<file path="src/rtl/fetch_pkg.sv">
// Shared types and constants for the instruction-fetch sequencer.
package fetch_pkg;

    typedef enum logic [1:0] {
        ISSUE    = 2'd0,
        WAIT_RSP = 2'd1,
        DRAIN    = 2'd2,
        HALT     = 2'd3
    } fetch_state_e;

    localparam logic [1:0] PC_ADV  = 2'b00;
    localparam logic [1:0] PC_LOAD = 2'b01;
    localparam logic [1:0] PC_HOLD = 2'b10;

    localparam logic [31:0] NOP_INST_DEF = 32'h0000_0013;

endpackage

</file>
<file path="src/rtl/fetch_perf_cnt.sv">
// Fetch performance counters: accepted fetches, redirects and stalled cycles.
// Counters wrap at 2^32.
module fetch_perf_cnt (
    input  logic        clk,
    input  logic        rst,
    input  logic        fetch_evt,
    input  logic        redirect_evt,
    input  logic        stall_evt,
    output logic [31:0] fetch_cnt,
    output logic [31:0] redirect_cnt,
    output logic [31:0] stall_cnt
);

    always_ff @(posedge clk or negedge rst) begin
        if (!rst) begin
            fetch_cnt    <= '0;
            redirect_cnt <= '0;
            stall_cnt    <= '0;
        end else begin
            if (fetch_evt)    fetch_cnt    <= fetch_cnt + 32'd1;
            if (redirect_evt) redirect_cnt <= redirect_cnt + 32'd1;
            if (stall_evt)    stall_cnt    <= stall_cnt + 32'd1;
        end
    end

endmodule

</file>
<file path="src/rtl/fetch_ctrl.sv">
// Instruction-fetch sequencer: one outstanding fetch, one-entry decode buffer,
// EX redirects, stalls and halt at HALT_PC. Counters enabled by FETCH_PERF_EN.
module fetch_ctrl
    import fetch_pkg::*;
#(
    parameter int                 ADDR_W   = 32,
    parameter logic [ADDR_W-1:0]  HALT_PC  = ADDR_W'(800),
    parameter logic [31:0]        NOP_INST = NOP_INST_DEF
) (
    input  logic              clk,
    input  logic              rst,
    input  logic [ADDR_W-1:0] pc_in,
    output logic [1:0]        pc_sel,
    output logic [ADDR_W-1:0] pc_target,
    input  logic              redirect_valid,
    input  logic [ADDR_W-1:0] redirect_target,
    input  logic              stall,
    output logic              im_req,
    output logic [ADDR_W-1:0] im_addr,
    input  logic              im_gnt,
    input  logic              im_rvalid,
    input  logic [31:0]       im_rdata,
    output logic              inst_valid,
    output logic [31:0]       inst,
    output logic [ADDR_W-1:0] inst_pc,
    input  logic              id_ready,
    output logic              halted,
    output logic [31:0]       perf_fetch_cnt,
    output logic [31:0]       perf_redirect_cnt,
    output logic [31:0]       perf_stall_cnt,
    output fetch_state_e      dbg_state
);

    // Handshakes: a fetch is accepted in a cycle with im_req && im_gnt; the
    // buffered instruction transfers to decode in a cycle with inst_valid &&
    // id_ready, and holds its contents while inst_valid && !id_ready.
    fetch_state_e      state_q, state_d;
    logic              halt_flag_q, halt_flag_d;
    logic [ADDR_W-1:0] req_pc_q, req_pc_d;
    logic              inst_valid_q, inst_valid_d;
    logic [31:0]       inst_q, inst_d;
    logic [ADDR_W-1:0] inst_pc_q, inst_pc_d;
    logic              buf_free;
    logic              fetch_go;

    assign buf_free = !inst_valid_q || id_ready;

    always_ff @(posedge clk or negedge rst) begin
        if (!rst) begin
            state_q      <= ISSUE;
            halt_flag_q  <= 1'b0;
            req_pc_q     <= '0;
            inst_valid_q <= 1'b0;
            inst_q       <= NOP_INST;
            inst_pc_q    <= '0;
        end else begin
            state_q      <= state_d;
            halt_flag_q  <= halt_flag_d;
            req_pc_q     <= req_pc_d;
            inst_valid_q <= inst_valid_d;
            inst_q       <= inst_d;
            inst_pc_q    <= inst_pc_d;
        end
    end

    always_comb begin
        state_d      = state_q;
        halt_flag_d  = halt_flag_q;
        req_pc_d     = req_pc_q;
        inst_valid_d = inst_valid_q && !id_ready;
        inst_d       = (inst_valid_q && !id_ready) ? inst_q : NOP_INST;
        inst_pc_d    = inst_pc_q;
        pc_sel       = PC_HOLD;
        pc_target    = '0;
        im_req       = 1'b0;
        im_addr      = pc_in;
        fetch_go     = 1'b0;

        // A redirect flushes the buffer in every state
        if (redirect_valid) begin
            pc_sel       = PC_LOAD;
            pc_target    = redirect_target;
            inst_valid_d = 1'b0;
            inst_d       = NOP_INST;
        end

        case (state_q)
            ISSUE: begin
                if (!redirect_valid && !stall && buf_free) begin
                    im_req = 1'b1;
                    if (im_gnt) begin
                        fetch_go    = 1'b1;
                        pc_sel      = PC_ADV;
                        req_pc_d    = pc_in;
                        halt_flag_d = (pc_in == HALT_PC);
                        state_d     = WAIT_RSP;
                    end
                end
            end
            WAIT_RSP: begin
                if (redirect_valid) begin
                    state_d = im_rvalid ? ISSUE : DRAIN;
                end else if (im_rvalid) begin
                    inst_valid_d = 1'b1;
                    inst_d       = im_rdata;
                    inst_pc_d    = req_pc_q;
                    state_d      = halt_flag_q ? HALT : ISSUE;
                end
            end
            DRAIN: begin
                // The squashed response is dropped; a new redirect only retargets
                if (im_rvalid) state_d = ISSUE;
            end
            HALT: begin
                if (redirect_valid) state_d = ISSUE;
            end
            default: state_d = ISSUE;
        endcase

        if (!rst) begin
            im_req    = 1'b0;
            pc_sel    = PC_HOLD;
            pc_target = '0;
            fetch_go  = 1'b0;
        end
    end

    assign inst_valid = inst_valid_q;
    assign inst       = inst_q;
    assign inst_pc    = inst_pc_q;
    assign halted     = (state_q == HALT);
    assign dbg_state  = state_q;

`ifdef FETCH_PERF_EN
    fetch_perf_cnt u_perf (
        .clk          (clk),
        .rst          (rst),
        .fetch_evt    (fetch_go),
        .redirect_evt (redirect_valid),
        .stall_evt    (stall && (state_q != HALT)),
        .fetch_cnt    (perf_fetch_cnt),
        .redirect_cnt (perf_redirect_cnt),
        .stall_cnt    (perf_stall_cnt)
    );
`else
    assign perf_fetch_cnt    = '0;
    assign perf_redirect_cnt = '0;
    assign perf_stall_cnt    = '0;
`endif

endmodule

</file>
<file path="config.mk">
export PLATFORM = sky130hd
export DESIGN_NAME = fetch_ctrl
export DESIGN_NICKNAME = d
export VERILOG_FILES = /design/src/rtl/fetch_pkg.sv /design/src/rtl/fetch_perf_cnt.sv /design/src/rtl/fetch_ctrl.sv
export SDC_FILE = /design/constraint.sdc
export NUM_CORES = 1
export LEC_CHECK = 0
export ABC_CLOCK_PERIOD_IN_PS = 2600
export BUFFER_PORTS_ARGS = -buffer_cell sky130_fd_sc_hd__buf_4
export CAP_MARGIN = 20
export CORE_MARGIN = 10
export CORE_UTILIZATION = 43
export DETAILED_ROUTE_END_ITERATION = 6
export PLACE_DENSITY = 0.9
export SLEW_MARGIN = 20
export SYNTH_ARGS = -nofsm -noshare
export SYNTH_HDL_FRONTEND = slang
export SYNTH_SLANG_ARGS = --single-unit
</file>
<file path="constraint.sdc">
create_clock -name clk -period 2.6 [get_ports clk]
set_input_delay 0.13 -clock clk [delete_from_list [all_inputs] [get_ports clk]]
set_output_delay 0.13 -clock clk [all_outputs]
set_load 0.005 [all_outputs]
</file>
# Yosys cells after proc, flatten, opt, wreduce, memory -nomap -nowiden
# Cells that the tools add are included.
dict set report totals {
  regBits 100
  in_bits 103
  output_inout_bits 231
}
dict set report classes {
  eq_ne 9
  muxes 28
  bitwise 1
  reduce_logical 12
}
# operator n
set op_table {}
lappend op_table {{32-bit 2-to-1 mux} 7}
lappend op_table {{32-bit by 10-bit == test with 1-bit output (second input constant)} 1}
lappend op_table {{2-bit 2-to-1 mux} 13}
lappend op_table {{2-bit inequality test (second input constant)} 4}
lappend op_table {{2-bit case mux with 4 select lines} 1}
lappend op_table {{1-bit 2-to-1 mux} 7}
lappend op_table {{3-bit AND reduction} 2}
lappend op_table {{5-bit AND reduction} 1}
lappend op_table {{2-bit == test (second input constant)} 2}
lappend op_table {{1-bit logical NOT} 4}
lappend op_table {{1-bit logical AND} 3}
lappend op_table {{3-bit inequality test (second input constant)} 1}
lappend op_table {{2-bit by 1-bit == test with 1-bit output (second input constant)} 1}
lappend op_table {{2-bit logical NOT} 1}
lappend op_table {{1-bit logical OR} 1}
lappend op_table {{1-bit inverter} 1}

# Longest topological paths before layout
dict set report logic_depth {
  word_depth 7
  ltp_mapped 5
}

# Worst setup path after synthesis
# Ideal clock, no wire load.
dict set report synth_path {
  path_type {flip-flop to flip-flop}
  from {register state_q[0] (netlist: dbg_state[0])}
  to {register req_pc_q[0]}
  setup_time_ns 0.125
  t_arrival_ns 1.859
  t_required_ns 2.475
  setup_slack_ns 0.616
  stages_incl_launch_ff 6
  path_cell_list {dfrtp_1 -> or4_4 -> or3_1 -> buf_6 -> buf_12 -> mux2_4}
}
dict set report synth_via {
  elab_chain_cells 2
}
# item line
set synth_rtl {}
lappend synth_rtl {{from (decl)} fetch_ctrl.sv:37} ;# fetch_state_e state_q, state_d;
lappend synth_rtl {{from (signal assigned)} fetch_ctrl.sv:57} ;# state_q <= state_d;
lappend synth_rtl {{2-bit logical NOT} fetch_ctrl.sv:87} ;# case (state_q)
lappend synth_rtl {{3-bit AND reduction (no line)} n/a}
lappend synth_rtl {{to (signal assigned)} fetch_ctrl.sv:59} ;# req_pc_q <= req_pc_d;
lappend synth_rtl {{to (decl)} fetch_ctrl.sv:39} ;# logic [ADDR_W-1:0] req_pc_q, req_pc_d;
# Every way passes these cells.
# A chain may end at the register's enable or synchronous reset.

# Final worst setup path
dict set report layout_path {
  from {register state_q[0] (netlist: dbg_state[0])}
  to {register req_pc_q[30]}
}
# The elaborated chain is that of the path after synthesis.

==> impl_metrics.tcl <==
set metrics [dict create \
    routed_wl_um 15900 \
    post_syn_area_um2 5150 \
    critical_path.startpoint_type "flip-flop" \
    setup_crit_path_kind "flip-flop to flip-flop" \
    r2r-start "dbg_state[0]" \
    insertedDiodeCount 0 \
    grt_max_degree 97 \
    maxClockFrequency_mhz 435 \
    share_clk_of_total_power_pct 30.0 \
    drt_drc_violations_left 0 \
    synth_top_cell_by_area "sky130_fd_sc_hd__dfrtp_1" \
    clk_latency_ns 0.35 \
    clkSinkCount 100 \
    global_route.usage.total_pct 17.8 \
    placement.io_buffers 237 \
    critical_path.cell_chain "or4_4 > or3_2 > buf_4 > mux2_4" \
    synth.area.top_cells "sky130_fd_sc_hd__dfrtp_1 47%, sky130_fd_sc_hd__buf_4 19%, sky130_fd_sc_hd__mux2_4 8.2%, sky130_fd_sc_hd__mux2_2 7.9%, sky130_fd_sc_hd__a22o_1 4.9%" \
    synth.avg_cell_area_um2 12.4 \
    worst_ep_required_time_ns 2.83 \
    register_bit_count_reported_by_yosys 100 \
    finClkSkew_ns 0.00691 \
    design.die.area_um2 16700 \
    drive_gt1_share_pct 51.1 \
    timing.critical_path.fanout_max 34 \
    timing.critical_path.arrival_ns 2.53 \
    dp_hpwl_um 12200 \
    initial_antenna_violation_count 0 \
    area_growth_syn_to_fin_pct 36.5 \
    h_tree_depth_reported_by_cts 3 \
    n_fill_cell 896 \
    clk_root_buffer_cell "sky130_fd_sc_hd__clkbuf_16" \
    asyncSetResetFlopFracSynth_pct 100 \
    dieHeight_um 129 \
    crit_path_end_kind "flip-flop" \
    drt_first_pass_iters 4 \
    number_of_synthesis_warnings 0 \
    total_power_mw 4.94 \
    coreArea_um2 11600 \
    clkSlewWorstSetupHoldPaths_ns 0.07 \
    number_of_global_route_vias_before_repair 4104 \
    maximum_buffer_depth_of_the_clock_tree 2 \
    synth.top_cells.by_count "128 x sky130_fd_sc_hd__buf_4, 97 x sky130_fd_sc_hd__dfrtp_1, 36 x sky130_fd_sc_hd__mux2_2" \
    cp_slowest_cell "sky130_fd_sc_hd__or4_4" \
    internal_power_mw 3.65 \
    cts_tree "built" \
    netSwitchingFraction_pct 26.1 \
    syn_inst 415 \
    die_width_um 129 \
    power.ir.vdd_worst_mv 0.527 \
    fin_util_pct 60.8 \
    worstMarginPinSlew_ns 0.613 \
    num_rows 39 \
    outcome "finished clean" \
    hold_path.class "input pin to flip-flop" \
    worstHoldStart "im_rdata[16]" \
    synth_cell_type_count 35 \
    synthMostInstantiatedCell "sky130_fd_sc_hd__buf_4" \
    grt_overflow_total 0 \
    post_cts.resized_instances 0 \
    power_density_nw_per_um2 703 \
    wire_per_inst_um 20.2 \
    post_cts_hold_buffer_count 26 \
    timing.final.crit_share_pct 88.3 \
    viasPerCell 4.75 \
    initial_core_utilization_pct 44.5 \
    globalplace.congestion 0.850 \
    report.final.slew_viol_count 0 \
    report.final.setup_viol 0 \
    hold_ws_ns 0.0143 \
    antenna_violating_nets_post_route 0 \
    global_route_wire_length_before_repair_um 23100 \
    synth_enable_flop_cells 0 \
    finish.net_count 742 \
    worst_hold_path.num_cells 2 \
    max_cap_violations 0 \
    synth_flop_cell "sky130_fd_sc_hd__dfrtp_1" \
    pwr-share-seq_pct 43.5 \
    setup-tns-final_ns 0 \
    p_switching_mw 1.29 \
    hold_end "inst[16]" \
    logic_gate_share_of_total_power_pct 26.4 \
    period_minus_slack_ns 2.30 \
    timing.final.hold_violations 0 \
    rsz0062_at_grt "false" \
    post-cts-setup-buffers 0 \
    r2r_endpoint "req_pc_q[30]" \
    io-pin-count 334 \
    worst_stage_delay_on_the_critical_path_ns 0.58 \
    power.leakage_nw 3.82 \
    vias 3741 \
    seq_area_frac_synth_pct 48.7 \
    cts_buffer_count 9 \
    max-slew-margin-rel_pct 59.1 \
    synth_top_area_share_pct 47.2 \
    r2r_setup_slack_ns 0.30 \
    drtIter0Drc 139 \
    r2r.worst_path.cells 4 \
]
[cell usage in the layout (no fill, tap or decap), types with 2 or more instances in the layout]
cell type                       instances
sky130_fd_sc_hd__buf_4                239
sky130_fd_sc_hd__dfrtp_1               97
sky130_fd_sc_hd__conb_1                96
sky130_fd_sc_hd__mux2_2                36
sky130_fd_sc_hd__and3_1                32
sky130_fd_sc_hd__a22o_1                29
sky130_fd_sc_hd__mux2_4                28
sky130_fd_sc_hd__dlygate4sd3_1         26
sky130_fd_sc_hd__clkbuf_16              9
sky130_fd_sc_hd__nor4_1                 6
sky130_fd_sc_hd__o21ai_0                5
sky130_fd_sc_hd__nand2b_1               3
sky130_fd_sc_hd__o22a_1                 3
sky130_fd_sc_hd__inv_6                  3
sky130_fd_sc_hd__dfstp_2                3
sky130_fd_sc_hd__and2_1                 2
sky130_fd_sc_hd__nor2b_1                2
sky130_fd_sc_hd__a211o_1                2
sky130_fd_sc_hd__nand4_1                2
sky130_fd_sc_hd__o31ai_1                2
sky130_fd_sc_hd__bufinv_16              2
[registers in the layout, summed over array words and instances, names as in the netlist]
name and flops:
inst_valid 1, inst_pc 32, halt_flag_q 1, req_pc_q 32, dbg_state 2, inst 32
[routing by layer]
metal  wire (um)  GRT usage [%]  share of wire (%)  vias to the layer above
met3        1620           6.44                 10                       23
li1            -              -                  -                     1665
met5           0              0                  0                        -
met4         290           6.82                1.8                        0
met2        8610           33.2                 54                      183
met1        5400           17.6                 34                     1870
[power by group through the flow]
stage	registers [mW]	clock network, mW	logic [mW]
after floorplan	2.15	0	0.649
after global placement	2.15	0	1.24
after detailed placement	2.17	0	1.28
after CTS	2.15	1.52	1.32
after global routing	2.20	1.60	1.41
final	2.15	1.48	1.30
[critical path: cells and delay by family (launching register included)]
kind	cells	cell delay [ns]
and+or+nand+nor	2	1.00
buffers and inverters	1	0.32
DFF	1	0.47
muxes	1	0.37
[cell type report]
class	instances	area (um2)	share of cell area [%]
Clock buffer	10	239	3.40
Clock inverter	6	91.3	1.30
Inverter	1	3.75	0.0534
Multi-Input combinational cell	260	1920	27.4
Sequential cell	100	2510	35.7
Tap cell	143	179	2.55
Timing Repair Buffer	267	2090	29.7
[kinds of logic after synthesis]
logic type             after synthesis  synth area share (%)
DFF                                100                  48.7
and+or+nand+nor                     58                  7.17
AOI/OAI and AO/OA                   42                  6.71
other                                1                0.0729
buffers and inverters              150                  21.3
muxes                               64                  16.0
[worst max-delay path by stage]
stage	from	endpoint	slack, ns	cells past startpoint
2_1_floorplan	dbg_state[0]	req_pc_q[0]	0.62	5
3_3_place_gp	dbg_state[0]	req_pc_q[24]	0.38	4
3_5_place_dp	dbg_state[0]	req_pc_q[0]	0.32	4
4_1_cts	dbg_state[0]	req_pc_q[3]	0.32	4
5_1_grt	dbg_state[0]	req_pc_q[25]	0.26	4
6_report	dbg_state[0]	req_pc_q[30]	0.30	4
[metrics by stage]
step	cells	worst slack (ns)	cell area, um2
after global routing	787	0.256	7030
after CTS	786	0.319	7020
after floorplan	510	0.616	5500
final	787	0.303	7030
after global placement	744	0.381	6420
after detailed placement	744	0.324	6420
Note: power is estimated with default switching activity, not from simulation.
